### config.mk
export PLATFORM = sky130hd
export DESIGN_NAME = writeback_stage
export DESIGN_NICKNAME = d
export VERILOG_FILES = /design/src/rtl/writeback_stage.sv
export SDC_FILE = /design/constraint.sdc
export NUM_CORES = 1
export LEC_CHECK = 0
export BUFFER_PORTS_ARGS = -buffer_cell sky130_fd_sc_hd__buf_2
export CAP_MARGIN = 15
export CORE_AREA = 4 4 204 206
export CTS_CLUSTER_DIAMETER = 150
export DETAILED_ROUTE_END_ITERATION = 10
export DIE_AREA = 0 0 208 210
export GPL_TIMING_DRIVEN = 0
export PLACE_DENSITY = 0.52
export SKIP_LAST_GASP = 1
export SLEW_MARGIN = 15
export SYNTH_ARGS = -nofsm -noshare
export SYNTH_HDL_FRONTEND = slang
export SYNTH_SLANG_ARGS = --single-unit
### constraint.sdc
create_clock -name clk -period 5.71 [get_ports clk]
set_clock_uncertainty 0.15 [all_clocks]
set_input_delay 0.2855 -clock clk [delete_from_list [all_inputs] [get_ports clk]]
set_output_delay 0.2855 -clock clk [all_outputs]
set_load 0.01 [all_outputs]
### src/rtl/writeback_stage.sv
// Writeback stage: selects the load or ALU result from the MEM/WB bundle and
// retires it either as one scalar register-file write or as a sequence of
// lane writes into the vector register file. Also provides a forwarding tap
// and a retired-instruction counter.
module writeback_stage #(
    parameter int BUFFER_SIZE = 302,
    parameter int VEC_W       = 144,
    parameter int LANE_W      = 24,
    parameter int LANES       = 6
) (
    input  logic                   clk,
    input  logic                   rst,
    input  logic                   en,
    input  logic [BUFFER_SIZE-1:0] bufferIn,
    input  logic                   inValid,
    output logic                   inReady,
    output logic                   rfWe,
    output logic [3:0]             rfWa,
    output logic [LANE_W-1:0]      rfWd,
    output logic                   vrfWe,
    output logic [3:0]             vrfWa,
    output logic [2:0]             vrfLane,
    output logic [LANE_W-1:0]      vrfWd,
    output logic                   fwdValid,
    output logic                   fwdVector,
    output logic [3:0]             fwdRc,
    output logic [VEC_W-1:0]       fwdData,
    output logic [15:0]            retiredCount
);

    // Bundle field positions
    localparam int BIT_REGWRITEV = 301;
    localparam int BIT_MEMTOREG  = 293;
    localparam int BIT_REGWRITE  = 292;
    localparam int RC_LSB        = 288;
    localparam int QA_LSB        = 144;
    localparam int A1_LSB        = 0;
    localparam logic [2:0] LAST_LANE = 3'(LANES - 1);

    typedef enum logic {IDLE = 1'b0, VEC = 1'b1} state_t;

    state_t            state_reg, state_next;
    logic [2:0]        lane_reg, lane_next;
    logic [6:0]        opmeta_unused_reg;

    logic              accept;
    logic              is_vec, is_scalar, writes;
    logic [3:0]        rc_in;
    logic [VEC_W-1:0]  qa_in, a1_in, result;
    logic [LANE_W-1:0] lane_w [LANES];

    assign rc_in     = bufferIn[RC_LSB +: 4];
    assign qa_in     = bufferIn[QA_LSB +: VEC_W];
    assign a1_in     = bufferIn[A1_LSB +: VEC_W];
    assign result    = bufferIn[BIT_MEMTOREG] ? qa_in : a1_in;
    assign is_vec    = bufferIn[BIT_REGWRITEV];
    // A vector write takes priority; the scalar flag is ignored alongside it
    assign is_scalar = ~bufferIn[BIT_REGWRITEV] & bufferIn[BIT_REGWRITE];
    assign writes    = is_vec | is_scalar;

    // Ready only when idle and out of reset
    assign inReady = (state_reg == IDLE) & rst;
    assign accept  = inValid & inReady & en;

    // Split the captured result into lane words
    generate
        for (genvar gi = 0; gi < LANES; gi++) begin : g_lane
            assign lane_w[gi] = fwdData[gi*LANE_W +: LANE_W];
        end
    endgenerate

    // State and lane counter register
    always_ff @(posedge clk or negedge rst) begin
        if (!rst) begin
            state_reg <= IDLE;
            lane_reg  <= 3'd0;
        end else begin
            state_reg <= state_next;
            lane_reg  <= lane_next;
        end
    end

    // Next-state logic: a vector accept walks lanes 0..LANES-1 while en is high
    always_comb begin
        state_next = state_reg;
        lane_next  = lane_reg;
        case (state_reg)
            IDLE: begin
                if (accept && is_vec) begin
                    state_next = VEC;
                    lane_next  = 3'd0;
                end
            end
            VEC: begin
                if (en) begin
                    if (lane_reg == LAST_LANE) begin
                        state_next = IDLE;
                        lane_next  = 3'd0;
                    end else begin
                        lane_next = lane_reg + 3'd1;
                    end
                end
            end
            default: begin
                state_next = IDLE;
                lane_next  = 3'd0;
            end
        endcase
    end

    // Vector write port outputs, driven from the current state and lane
    always_comb begin
        vrfWe   = (state_reg == VEC) & en;
        vrfWa   = fwdRc;
        vrfLane = lane_reg;
        vrfWd   = '0;
        for (int i = 0; i < LANES; i++) begin
            if (lane_reg == 3'(i)) vrfWd = lane_w[i];
        end
    end

    // Scalar write port: one registered pulse the cycle after a scalar accept
    always_ff @(posedge clk or negedge rst) begin
        if (!rst) begin
            rfWe <= 1'b0;
            rfWa <= 4'd0;
            rfWd <= '0;
        end else begin
            rfWe <= accept & is_scalar;
            if (accept && is_scalar) begin
                rfWa <= rc_in;
                rfWd <= result[LANE_W-1:0];
            end
        end
    end

    // Forwarding tap: valid from accept until the final write pulse completes
    always_ff @(posedge clk or negedge rst) begin
        if (!rst) begin
            fwdValid  <= 1'b0;
            fwdVector <= 1'b0;
            fwdRc     <= 4'd0;
            fwdData   <= '0;
        end else begin
            if (accept && writes) begin
                fwdValid  <= 1'b1;
                fwdVector <= is_vec;
                fwdRc     <= rc_in;
                fwdData   <= result;
            end else if (state_reg == IDLE) begin
                fwdValid <= 1'b0;
            end else if (en && lane_reg == LAST_LANE) begin
                fwdValid <= 1'b0;
            end
        end
    end

    // Retire counter and capture of the decoded-but-unused opcode fields
    always_ff @(posedge clk or negedge rst) begin
        if (!rst) begin
            retiredCount      <= 16'd0;
            opmeta_unused_reg <= 7'd0;
        end else if (accept) begin
            retiredCount      <= retiredCount + 16'd1;
            opmeta_unused_reg <= bufferIn[300:294];
        end
    end

endmodule

**After elaboration in Yosys (flattened, before gate mapping)**

Cells that the tools add are included.

- Register bits after elaboration: 199
- Input port bits: 306
- Output and inout bits: 228
- Word-level logic and storage cells: 53

- Add/subtract/negate cells: 2
- Eq/ne operators: 8
- Multiplexer cells: 18
- Bitwise logic cells: 9
- Reduce and logical (&&, ||, !) cells: 6

Operator list:

| operator | count |
|---|---|
| 2-to-1 mux 144 bit | 1 |
| 2-to-1 mux 24 bit | 6 |
| adder 16 x 1 -> 16 bit, second input constant | 1 |
| 2-to-1 mux 3 bit | 3 |
| bitwise AND 1 bit | 6 |
| equality test 3 x 2 -> 1 bit, second input constant | 2 |
| equality test 3 bit, second input constant | 2 |
| 2-to-1 mux 1 bit | 6 |
| one-hot mux 3 bit (2 select lines) | 1 |
| logical AND 1 bit | 4 |
| != test 2 bit, second input constant | 2 |
| adder 3 x 1 -> 3 bit, second input constant | 1 |
| equality test 3 x 1 -> 1 bit, second input constant | 1 |
| zero test 3 bit | 1 |
| != test 3 x 1 -> 1 bit, second input constant | 1 |
| NOT 1 bit | 2 |
| one-hot mux 1 bit (2 select lines) | 1 |
| AND reduction 2 bit | 1 |
| bitwise OR 1 bit | 1 |

**Longest topological paths before layout**

- Word-level depth: 7
- Depth in mapped cells: 9
- Gate-level depth less buffers: 5

**Least setup slack after synthesis**

Ideal clock, no wire load.

- Path type: reg2out
- Start: register lane_reg[1], in the netlist vrfLane[1]
- End: output vrfWd[22]
- Arrival time: 2.070 ns
- Required time: 5.274 ns
- Slack: 3.205 ns
- Stages on the path, launching flop included: 9
- Buffers on the path: 4
- Cells stage by stage: dfrtp_1 clkbuf_1 clkbuf_1 and2_1 ha_1 clkbuf_1 clkbuf_1 a21oi_1 a22o_1

- Cells in the longest elaborated chain, start to end: 7
- Elaborated cells between the ends (all ways): 12
- Classes of those cells: 5 x eq/ne; 6 x mux; 1 x reduce/logical

Ends and longest elaborated chain:

| what | line | source |
|---|---|---|
| start: declaration | 43 | `logic [2:0] lane_reg, lane_next;` |
| start signal: assignment | 79 | `lane_reg <= lane_next;` |
| zero test 3 bit | 118 | `if (lane_reg == 3'(i)) vrfWd = lane_w[i];` |
| 2-to-1 mux 24 bit (5 in a row) | 118 |  |
| 2-to-1 mux 24 bit * | 118 |  |
| end: declaration | 23 | `output logic [LANE_W-1:0] vrfWd,` |

Mark *: on every way between the ends. The rest lies on a longest branch, timed or not.

**Final worst setup path**

- Start: register lane_reg[1], in the netlist vrfLane[1]
- End: output vrfWd[6]

The elaborated chain is that of the path after synthesis.

==> impl_metrics.ini <==
[synth]
synthCells = 1070
ys_warn_count = 0
synthDistinctLibCells = 36
avgSynthCellArea_um2 = 9.62
syn_nets = 1378
synth-seq-area-share_pct = 48.4
synth-edff-count = 0
ys_seq_elements = 199
synth_ff_type = dfrtp_1
synthArstFlopShare_pct = 100
syn_area_mm2 = 0.0103

[clock_network]
cts_setup_buffers = 0
cts-root-buf = clkbuf_16
clk_pin_slew_ns = 0.08
cts_tree = built
postCtsResizedCells = 0
cts_sinks = 199
clkLatencyLatePin_ns = 0.46
cts_buffers = 17
cts_hold_buf = 217
ctsLongestPathBuffers = 2
htree_levels = 4

[pwr]
pwr-share-seq_pct = 34.2
clkPwrFrac_pct = 17.7
power.density_mw_per_mm2 = 481
intPower_mw = 4.34
ir_drop_v = 0.000175
total_power_mw = 7.93
combPwrFrac_pct = 48.1
power.leakage_nw = 8.59
p_switching_mw = 3.59
sw_frac_of_total_pct = 45.3

[route]
drtIter0Drc = 693
via_per_inst = 4.72
drt_first_pass_iters = 5
avgRoutedWirePerCell_um = 21.7
drc = 0
ant_nets = 0
dr_total_vias = 11200
postRouteWirelength_mm = 51.6

[run]
drv_cap = 0

[min_path]
worstHoldEndpoint = fwdData[99]
min_path_type = primary input to flop
whs_path_depth = 3
hold_start = bufferIn[243]

[final_layout]
largest-register = fwdData
fin_nets = 2141
top_regs = fwdData (144), rfWd (24), retiredCount (16)
largest_reg_flops = 144
areaGrowthSynthToFinish_pct = 60.1
final_layout_size_suffix_gt1_share_pct = 33.4

[critical_path]
worstPathCellList = clkbuf_1 > clkbuf_1 > and2_1 > ha_1 > clkbuf_1 > buf_1 > a21oi_1 > o21ai_1 > a22o_1 > buf_2
crit_arrival_ns = 3.35
r2r-start = state_reg
r2r-end = fwdData[88]
max_stage_delay_ns = 0.41
startpoint_type = flop
cp-startpoint = vrfLane[1]
cp.required_ns = 5.27
slowest_stage = dfrtp_1
crit_buf_inv = 5
reg2reg_slack_ns = 3.49
critPathMaxFanout = 10
r2r_cells = 5
critPathKind = flop to primary output
critical_path.most_common_cell = clkbuf_1
path_delay_family = buffers and inverters
endpoint_kind = primary output

[timing]
fin_crit_ns = 3.79
max_slew_margin_pct = 53.5
final-hold-violation-count = 0
setup_tns_ns = 0
whs_ns = 0.00846
post-route-period-util_pct = 66.4
fmax_ghz = 0.264
tightest_slew_ns = 0.698
timing.final.ws_setup_ns = 1.92
setup_viol = 0
rsz0062_at_grt = no
drv_slew = 0

[floorplan]
dieArea_mm2 = 0.0437
start_util_pct = 26.0
dieHeight_um = 210
core_area_mm2 = 0.0396
rows = 73
ioPinCount = 534
die_x_um = 208

[global_routing]
grt_max_degree = 86
grt-ovfl-total = 0
grt_pass1_vias = 11700
gr-usage-all-layers_pct = 22.8
grt_pass1_wl_mm = 75.0
antenna_found_initial = 6

[placement]
place_ws_ns = 2.43
hpwlAfterDp_mm = 40.6
port_buffers = 525
place_congestion = 0.924

[outcome]
status = completed
[final cells by class]
class	count	area, um^2
inverters	27	101
diodes	1	2.50
repair buffers	744	4860
plain buffers	91	442
clock inverters	12	213
clock buffers	20	447
fillers	4034	23200
flip-flops and latches	199	4980
well taps	525	657
multi-input cells	753	4770
[logic make-up (layout without fill, tap and decap cells)]
logic type	Yosys count	after routing	share of synthesized area, %
AOI/OAI and AO/OA	295	295	15.4
muxes	197	197	19.3
adders and majority gates	2	2	0.243
xor gates and xnor gates	15	15	1.35
and+or+nand+nor	244	244	10.1
other	0	1	0
buffers and inverters	118	894	5.28
DFF	199	199	48.4
[cells in the mapped netlist (all sizes together) (2+ instances only)]
| library cell | number | area [um^2] |
|---|---|---|
| nand4 | 4 | 40.0 |
| a22o | 24 | 210 |
| nand3 | 32 | 170 |
| ha | 2 | 25.0 |
| clkbuf | 40 | 150 |
| dfrtp | 199 | 4980 |
| mux2i | 192 | 1920 |
| nand2 | 195 | 732 |
| inv | 27 | 101 |
| a21oi | 49 | 245 |
| buf | 51 | 292 |
| nor2b | 3 | 18.8 |
| o21ai | 218 | 1090 |
| and3 | 3 | 18.8 |
| and4 | 2 | 17.5 |
| xnor2 | 13 | 121 |
| mux2 | 5 | 60.1 |
| xor2 | 2 | 17.5 |
[worst reg2reg max path: stages, from the launching register on]
cell      delay (ns)
dfrtp_1         0.46
and4b_1         0.26
o21ai_2         0.16
buf_2           0.45
clkbuf_1        0.46
o21ai_1         0.16
[cells in the final DEF (no fill, tap or decap), drive strengths merged]
master and instances:
nand3b 1, bufinv 5, nor3 1, inv 31, o21ai 218, a22o 24, clkinvlp 1, clkbuf 60
dlygate4sd3 217, a221o 1, clkinv 2, and4 2, a21oi 49, mux2 5, ha 2, mux2i 192
a21o 1, dfrtp 199, and2 1, nand2 195, diode 1, a211oi 1, nor2b 3, xor2 2
nand4 4, nand3 32, o21a 1, buf 578, and4b 1, nor2 1, and3 3, xnor2 13
[worst max-delay path by stage]
stage / endpoint / slack (ns) / cells past startpoint
finish: vrfWd[6] / 1.92 / 10
global route: vrfWd[23] / 1.62 / 10
CTS: vrfWd[9] / 1.90 / 10
detailed placement: vrfWd[9] / 2.43 / 10
global placement: fwdData[120] / -0.15 / 8
floorplan: vrfWd[22] / 3.20 / 8
[per-stage QoR]
step                instances  util (%)  instance area [um^2]
finish                   2372      41.6                 16500
global placement         2120      34.3                 13600
detailed placement       2122      34.4                 13600
global route             2372      41.6                 16500
floorplan                1070         -                 10300
CTS                      2371      41.6                 16500
[routing by layer]
metal  routed length (um)  GRT usage, %  up-vias
met5                    9             0        -
met4                 1690          7.75        2
met3                 2850          3.88       85
met2                24200          37.5      438
met1                22800          30.7     5433
li1                     -             -     5236
[power by group through the flow]
stage	Sequential [mW]	Combinational, mW	Clock (mW)
finish	2.71	3.81	1.40
global route	2.81	4.13	1.48
CTS	2.71	3.85	1.43
detailed placement	2.73	3.71	0
global placement	2.71	3.67	0
floorplan	2.82	1.48	0
Power figures use the tool's default switching activity.
